==> config.mk <==
export PLATFORM = sky130hd
export DESIGN_NAME = lcd_frame_capture
export DESIGN_NICKNAME = d
export VERILOG_FILES = /design/src/rtl/lcd_frame_capture.sv
export SDC_FILE = /design/constraint.sdc
export NUM_CORES = 1
export LEC_CHECK = 0
export CORE_ASPECT_RATIO = 0.5
export CORE_MARGIN = 3
export CORE_UTILIZATION = 40
export DETAILED_ROUTE_END_ITERATION = 7
export GPL_TIMING_DRIVEN = 0
export SLEW_MARGIN = 40
export SYNTH_ARGS = -nofsm -noshare
export SYNTH_HDL_FRONTEND = slang
export SYNTH_SLANG_ARGS = --single-unit
==> constraint.sdc <==
create_clock -name clock -period 3.85 [get_ports clock]
set_input_delay 0.77 -clock clock [delete_from_list [all_inputs] [get_ports clock]]
set_output_delay 0.77 -clock clock [all_outputs]
set_load 0.02 [all_outputs]
==> src/rtl/lcd_frame_capture.sv <==
// Packs the 2-bit LCD pixel stream into a 160x144 byte-addressed framebuffer via a 4-entry write FIFO.
// Optional frame counter enabled by defining LCD_CAPTURE_FRAME_CNT_EN.
module lcd_frame_capture (
  input  logic        clock,
  input  logic        reset,
  input  logic [1:0]  pixel_data,
  input  logic        pixel_clock,
  input  logic        hsync,
  input  logic        vsync,
  input  logic        clear_err,
  output logic        fb_wr,
  input  logic        fb_ready,
  output logic [12:0] fb_addr,
  output logic [7:0]  fb_data,
  output logic        frame_done,
  output logic        busy,
  output logic        line_err,
  output logic        overflow,
  output logic [15:0] frame_count
);

  typedef enum logic [1:0] {
    WAIT_VSYNC = 2'd0,
    ACTIVE     = 2'd1,
    FRAME_END  = 2'd2
  } state_t;

  state_t      state_q, state_d;
  logic        pclk_q, hsync_q, vsync_q;
  logic [7:0]  x_q, x_d;
  logic [7:0]  line_q, line_d;
  logic [5:0]  pack_q, pack_d;
  logic [12:0] addr_q [4];
  logic [12:0] addr_d [4];
  logic [7:0]  data_q [4];
  logic [7:0]  data_d [4];
  logic [2:0]  count_q, count_d;
  logic        fb_wr_q, fb_wr_d;
  logic        frame_done_q, frame_done_d;
  logic        busy_q, busy_d;
  logic        line_err_q, line_err_d;
  logic        overflow_q, overflow_d;

  logic        pclk_rise_s, hsync_rise_s, vsync_rise_s;
  logic        push_s, pop_s, line_err_set_s, overflow_set_s;
  logic [12:0] push_addr_s, line_base_s;
  logic [7:0]  push_data_s;
  logic [7:0]  x_tmp_s;
  logic [5:0]  pack_tmp_s;
  logic [2:0]  count_mid_s;

  assign pclk_rise_s  = pixel_clock & ~pclk_q;
  assign hsync_rise_s = hsync & ~hsync_q;
  assign vsync_rise_s = vsync & ~vsync_q;
  assign line_base_s  = {line_q, 5'b0} + {2'b0, line_q, 3'b0};

  // Capture FSM: pixel packing, line/frame sequencing and error detection.
  always_comb begin
    state_d        = state_q;
    x_d            = x_q;
    line_d         = line_q;
    pack_d         = pack_q;
    push_s         = 1'b0;
    push_addr_s    = 13'd0;
    push_data_s    = 8'd0;
    frame_done_d   = 1'b0;
    line_err_set_s = 1'b0;
    x_tmp_s        = x_q;
    pack_tmp_s     = pack_q;
    case (state_q)
      WAIT_VSYNC: begin
        if (vsync_rise_s) begin
          state_d = ACTIVE;
          x_d     = 8'd0;
          line_d  = 8'd0;
          pack_d  = 6'd0;
        end else begin
          state_d = WAIT_VSYNC;
        end
      end
      ACTIVE: begin
        if (vsync_rise_s) begin
          x_d            = 8'd0;
          line_d         = 8'd0;
          pack_d         = 6'd0;
          line_err_set_s = 1'b1;
        end else begin
          // The pixel is consumed before any hsync on the same cycle closes the line.
          if (pclk_rise_s) begin
            if (x_q < 8'd160) begin
              pack_tmp_s = {pack_q[3:0], pixel_data};
              x_tmp_s    = x_q + 8'd1;
              if (x_tmp_s[1:0] == 2'd0) begin
                push_s      = 1'b1;
                push_addr_s = line_base_s + {7'd0, x_q[7:2]};
                push_data_s = {pack_q, pixel_data};
              end else begin
                push_s = 1'b0;
              end
            end else begin
              line_err_set_s = 1'b1;
            end
          end else begin
            x_tmp_s = x_q;
          end
          if (hsync_rise_s) begin
            if (x_tmp_s < 8'd160) begin
              line_err_set_s = 1'b1;
              if (x_tmp_s[1:0] != 2'd0) begin
                push_s      = 1'b1;
                push_addr_s = line_base_s + {7'd0, x_tmp_s[7:2]};
                case (x_tmp_s[1:0])
                  2'd1:    push_data_s = {pack_tmp_s[1:0], 6'd0};
                  2'd2:    push_data_s = {pack_tmp_s[3:0], 4'd0};
                  2'd3:    push_data_s = {pack_tmp_s, 2'd0};
                  default: push_data_s = 8'd0;
                endcase
              end else begin
                push_s = push_s;
              end
            end else begin
              line_err_set_s = line_err_set_s;
            end
            x_d    = 8'd0;
            pack_d = 6'd0;
            if (line_q == 8'd143) begin
              state_d      = FRAME_END;
              frame_done_d = 1'b1;
              line_d       = 8'd0;
            end else begin
              line_d = line_q + 8'd1;
            end
          end else begin
            x_d    = x_tmp_s;
            pack_d = pack_tmp_s;
          end
        end
      end
      FRAME_END: state_d = WAIT_VSYNC;
      default:   state_d = WAIT_VSYNC;
    endcase
  end

  // Shift-register FIFO: entry 0 is the head, so the write port comes straight from flops.
  always_comb begin
    pop_s          = fb_wr_q & fb_ready;
    count_mid_s    = count_q - {2'd0, pop_s};
    overflow_set_s = 1'b0;
    for (int i = 0; i < 4; i++) begin
      addr_d[i] = addr_q[i];
      data_d[i] = data_q[i];
    end
    if (pop_s) begin
      for (int i = 0; i < 3; i++) begin
        addr_d[i] = addr_q[i+1];
        data_d[i] = data_q[i+1];
      end
    end else begin
      addr_d[0] = addr_q[0];
    end
    if (push_s) begin
      if (count_mid_s < 3'd4) begin
        addr_d[count_mid_s[1:0]] = push_addr_s;
        data_d[count_mid_s[1:0]] = push_data_s;
        count_d                  = count_mid_s + 3'd1;
      end else begin
        overflow_set_s = 1'b1;
        count_d        = count_mid_s;
      end
    end else begin
      count_d = count_mid_s;
    end
    fb_wr_d    = (count_d != 3'd0);
    busy_d     = (state_d != WAIT_VSYNC) || (count_d != 3'd0);
    line_err_d = line_err_set_s | (line_err_q & ~clear_err);
    overflow_d = overflow_set_s | (overflow_q & ~clear_err);
  end

  // State and datapath registers.
  always_ff @(posedge clock) begin
    if (reset) begin
      state_q      <= WAIT_VSYNC;
      pclk_q       <= 1'b0;
      hsync_q      <= 1'b0;
      vsync_q      <= 1'b0;
      x_q          <= 8'd0;
      line_q       <= 8'd0;
      pack_q       <= 6'd0;
      count_q      <= 3'd0;
      fb_wr_q      <= 1'b0;
      frame_done_q <= 1'b0;
      busy_q       <= 1'b0;
      line_err_q   <= 1'b0;
      overflow_q   <= 1'b0;
      for (int i = 0; i < 4; i++) begin
        addr_q[i] <= 13'd0;
        data_q[i] <= 8'd0;
      end
    end else begin
      state_q      <= state_d;
      pclk_q       <= pixel_clock;
      hsync_q      <= hsync;
      vsync_q      <= vsync;
      x_q          <= x_d;
      line_q       <= line_d;
      pack_q       <= pack_d;
      count_q      <= count_d;
      fb_wr_q      <= fb_wr_d;
      frame_done_q <= frame_done_d;
      busy_q       <= busy_d;
      line_err_q   <= line_err_d;
      overflow_q   <= overflow_d;
      for (int i = 0; i < 4; i++) begin
        addr_q[i] <= addr_d[i];
        data_q[i] <= data_d[i];
      end
    end
  end

`ifdef LCD_CAPTURE_FRAME_CNT_EN
  logic [15:0] frame_count_q, frame_count_d;

  // Counts in the same cycle frame_done is raised.
  always_comb begin
    if (frame_done_d) begin
      frame_count_d = frame_count_q + 16'd1;
    end else begin
      frame_count_d = frame_count_q;
    end
  end

  // Frame counter register.
  always_ff @(posedge clock) begin
    if (reset) begin
      frame_count_q <= 16'd0;
    end else begin
      frame_count_q <= frame_count_d;
    end
  end

  assign frame_count = frame_count_q;
`else
  assign frame_count = 16'd0;
`endif

  assign fb_wr      = fb_wr_q;
  assign fb_addr    = addr_q[0];
  assign fb_data    = data_q[0];
  assign frame_done = frame_done_q;
  assign busy       = busy_q;
  assign line_err   = line_err_q;
  assign overflow   = overflow_q;

endmodule
==> impl_metrics.json <==
{
  "crit_chain": "clkdlybuf4s50_1 > nand2_1 > clkinvlp_4 > clkbuf_1 > ha_1 > ha_1 > xor2_1 > nor2_4 > nand2_1 > a21oi_1 > clkbuf_1 > a211oi_1",
  "p_sw_share_pct": 29.8,
  "hp-class": "reg2reg",
  "cpMaxStageDelayCell": "clkbuf_1",
  "fill_cells": 1620,
  "synth.most_common_cell": "dfxtp_1",
  "synth.distinct_cells": 80,
  "max_stage_delay_ns": 0.50,
  "ys_top_cells_by_area": "dfxtp_1 34%, a211oi_1 6.2%, nand2_1 6.1%",
  "port_buffers": 33,
  "wl_um": 20000,
  "cap_violations": 0,
  "slew_violations": 0,
  "worst_slew_pin_slew_ns": 0.812,
  "grt_overflow": 0,
  "clkPwrFrac_pct": 47.0,
  "drive_gt1_share_pct": 14.2,
  "insertion_delay_ns": 0.43,
  "grt_pass1_wl_um": 31900,
  "cts_max_level": 4,
  "ctsLongestPathBuffers": 2,
  "worstPathArrival_ns": 3.84,
  "crit_type": "in2reg",
  "rows": 33,
  "slew_headroom_pct": 45.6,
  "start_util_pct": 41.5,
  "pin_count": 51,
  "cp_max_fo": 10,
  "die_y_um": 98.9,
  "cts_made_buffers": 17,
  "synth-async-reset-ratio_pct": 0,
  "clock_skew_ns": 0.0125,
  "firstDrtPassIters": 4,
  "pre_cts_ws_ns": -0.975,
  "synth-seq-area-share_pct": 34.5,
  "finalInstanceArea_um2": 8250,
  "seqCellArea_um2": 2380,
  "yosysTopAreaCellShare_pct": 34.5,
  "drt_iter0_drc": 407,
  "ir_worst_vdd_v": 0.000314,
  "startpoint_type": "input port",
  "place.gp.congestion": 0.903,
  "core-area_um2": 16600,
  "grt_setup_unrepaired": "false",
  "total_power_mw": 3.36,
  "worst_slack_ns": 0.270,
  "multi_input_area_um2": 4050,
  "antenna_found_initial": 0,
  "first_global_vias": 6002,
  "synth_seq_cells": 119,
  "reg2regPathDepth": 16,
  "place_area_um2": 7580,
  "syn_area_um2": 6910,
  "p_per_area_nw_per_um2": 407,
  "power_leakage_nw": 3.01,
  "syn_area_per_cell_um2": 8.24,
  "diodes": 0,
  "synth_common_cells": "119 x dfxtp_1, 113 x nand2_1, 80 x nor2_1, 57 x a211oi_1, 38 x buf_4",
  "pwr-share-comb_pct": 14.8,
  "layout.nets": 942,
  "place_hpwl_um": 14600,
  "clk_transition_reported_paths_ns": 0.06,
  "synth_warnings": 0,
  "p_int_mw": 2.36,
  "synthCells": 838,
  "grt_max_degree": 17,
  "yosysTopAreaCell": "dfxtp_1",
  "clk_root_buffer_cell": "clkbuf_16",
  "die_w_um": 192,
  "grt_use_total_pct": 21.2,
  "p_sw_mw": 1.00,
  "finalHoldViolations": 0,
  "pwr-share-seq_pct": 38.3,
  "worst-path-stages": 12,
  "area_growth_pct": 19.5,
  "critPathBufInv": 4,
  "via_per_inst": 5.60,
  "vias": 6433,
  "detail-route-antenna-nets": 0,
  "cts.sink_count": 119,
  "cp.required_ns": 4.11,
  "die_area_um2": 19000,
  "utilization_pct": 49.6,
  "synth_edf_count": 0,
  "cts_tree": "built",
  "avgRoutedWirePerCell_um": 17.4,
  "post-route-period-util_pct": 93.0,
  "setup_viol": 0,
  "min_path_cells": 2,
  "whs_ns": 0.454,
  "ys.flop_type": "dfxtp_1",
  "endpoint_kind": "flip-flop",
  "crit_family": "buffers and inverters",
  "fin_crit_ns": 3.58,
  "status": "completed",
  "max_freq_mhz": 279,
  "drc": 0
}
==> worst paths after layout <==
| check | startpoint | to | slack (ns) |
|---|---|---|---|
| worst max-delay path | fb_ready | data_q[0][6] | 0.27 |
| worst min-delay path | flip-flop | flip-flop | 0.45 |
| worst max register to register | x_q[6] | addr_q[0][9] | 0.42 |
| worst min register to register | flip-flop | flip-flop | 0.45 |
==> final cells by class <==
class / count / area share (%)
multi-input combinational: 624 / 49.1
sequential: 119 / 28.9
buffer: 92 / 6.34
clock buffer: 18 / 5.32
timing repair buffer: 38 / 4.49
tap: 227 / 3.44
clock inverter: 14 / 1.67
inverter: 17 / 0.819
==> power by group through the flow <==
stage                     logic (mW)  registers [mW]  clock network [mW]
after global placement         0.475            1.31                   0
after CTS                      0.487            1.28                1.59
after detailed placement       0.479            1.31                   0
after floorplan                0.325            1.32                   0
final                          0.496            1.28                1.58
after global routing           0.543            1.29                1.64
==> logic make-up after synthesis <==
family / after synthesis / share of synthesized area, %
flops: 119 / 34.5
compound gates: 221 / 24.3
fa+ha+maj: 24 / 4.67
xor+xnor: 19 / 2.52
simple gates: 328 / 23.1
other cells: 1 / 0.0543
mux: 16 / 2.32
buf+inv: 110 / 8.55
==> cell usage in the layout (no fill, tap or decap), types with 11 or more instances in the layout <==
cell type / instances
a211oi_1: 57
a21oi_1: 33
a22oi_1: 11
a311oi_1: 25
and2_1: 26
and3_1: 11
buf_2: 16
buf_4: 43
clkbuf_1: 36
clkbuf_16: 17
clkdlybuf4s50_1: 32
conb_1: 16
dfxtp_1: 119
ha_1: 21
inv_1: 15
mux2i_1: 16
nand2_1: 113
nand3_1: 22
nor2_1: 79
nor3_1: 13
o21ai_0: 18
==> tightest hold or removal path: cells and delay by family (launching register included) <==
kind / cells / cell delay (ns)
and+or+nand+nor: 1 / 0.05
AOI/OAI and AO/OA: 1 / 0.05
DFF: 1 / 0.30
==> routing by layer <==
metal / track usage [%] / vias to the layer above / part of all wire [%]
li1: - / 3142 / -
met1: 30.9 / 3093 / 51
met2: 32.2 / 173 / 43
met3: 3.73 / 25 / 5.3
met4: 5.58 / 0 / 1.3
met5: 0 / - / 0
==> repair_timing <==
action,4_1_cts,5_1_grt
gates cloned,0,0
endpoints found under the setup margin,80,26
hold endpoints to repair,0,0
hold buffers,0,0
resized for setup,6,6
pin swaps,1,2
buffers inserted,2,3
==> through the flow <==
| stage | instances | TNS, ns |
|---|---|---|
| final | 1149 | 0 |
| after global placement | 1113 | -50.22 |
| after CTS | 1146 | 0 |
| after global routing | 1149 | 0 |
| after detailed placement | 1113 | -53.90 |
| after floorplan | 853 | 0 |
Note: power is estimated with default switching activity, not from simulation.
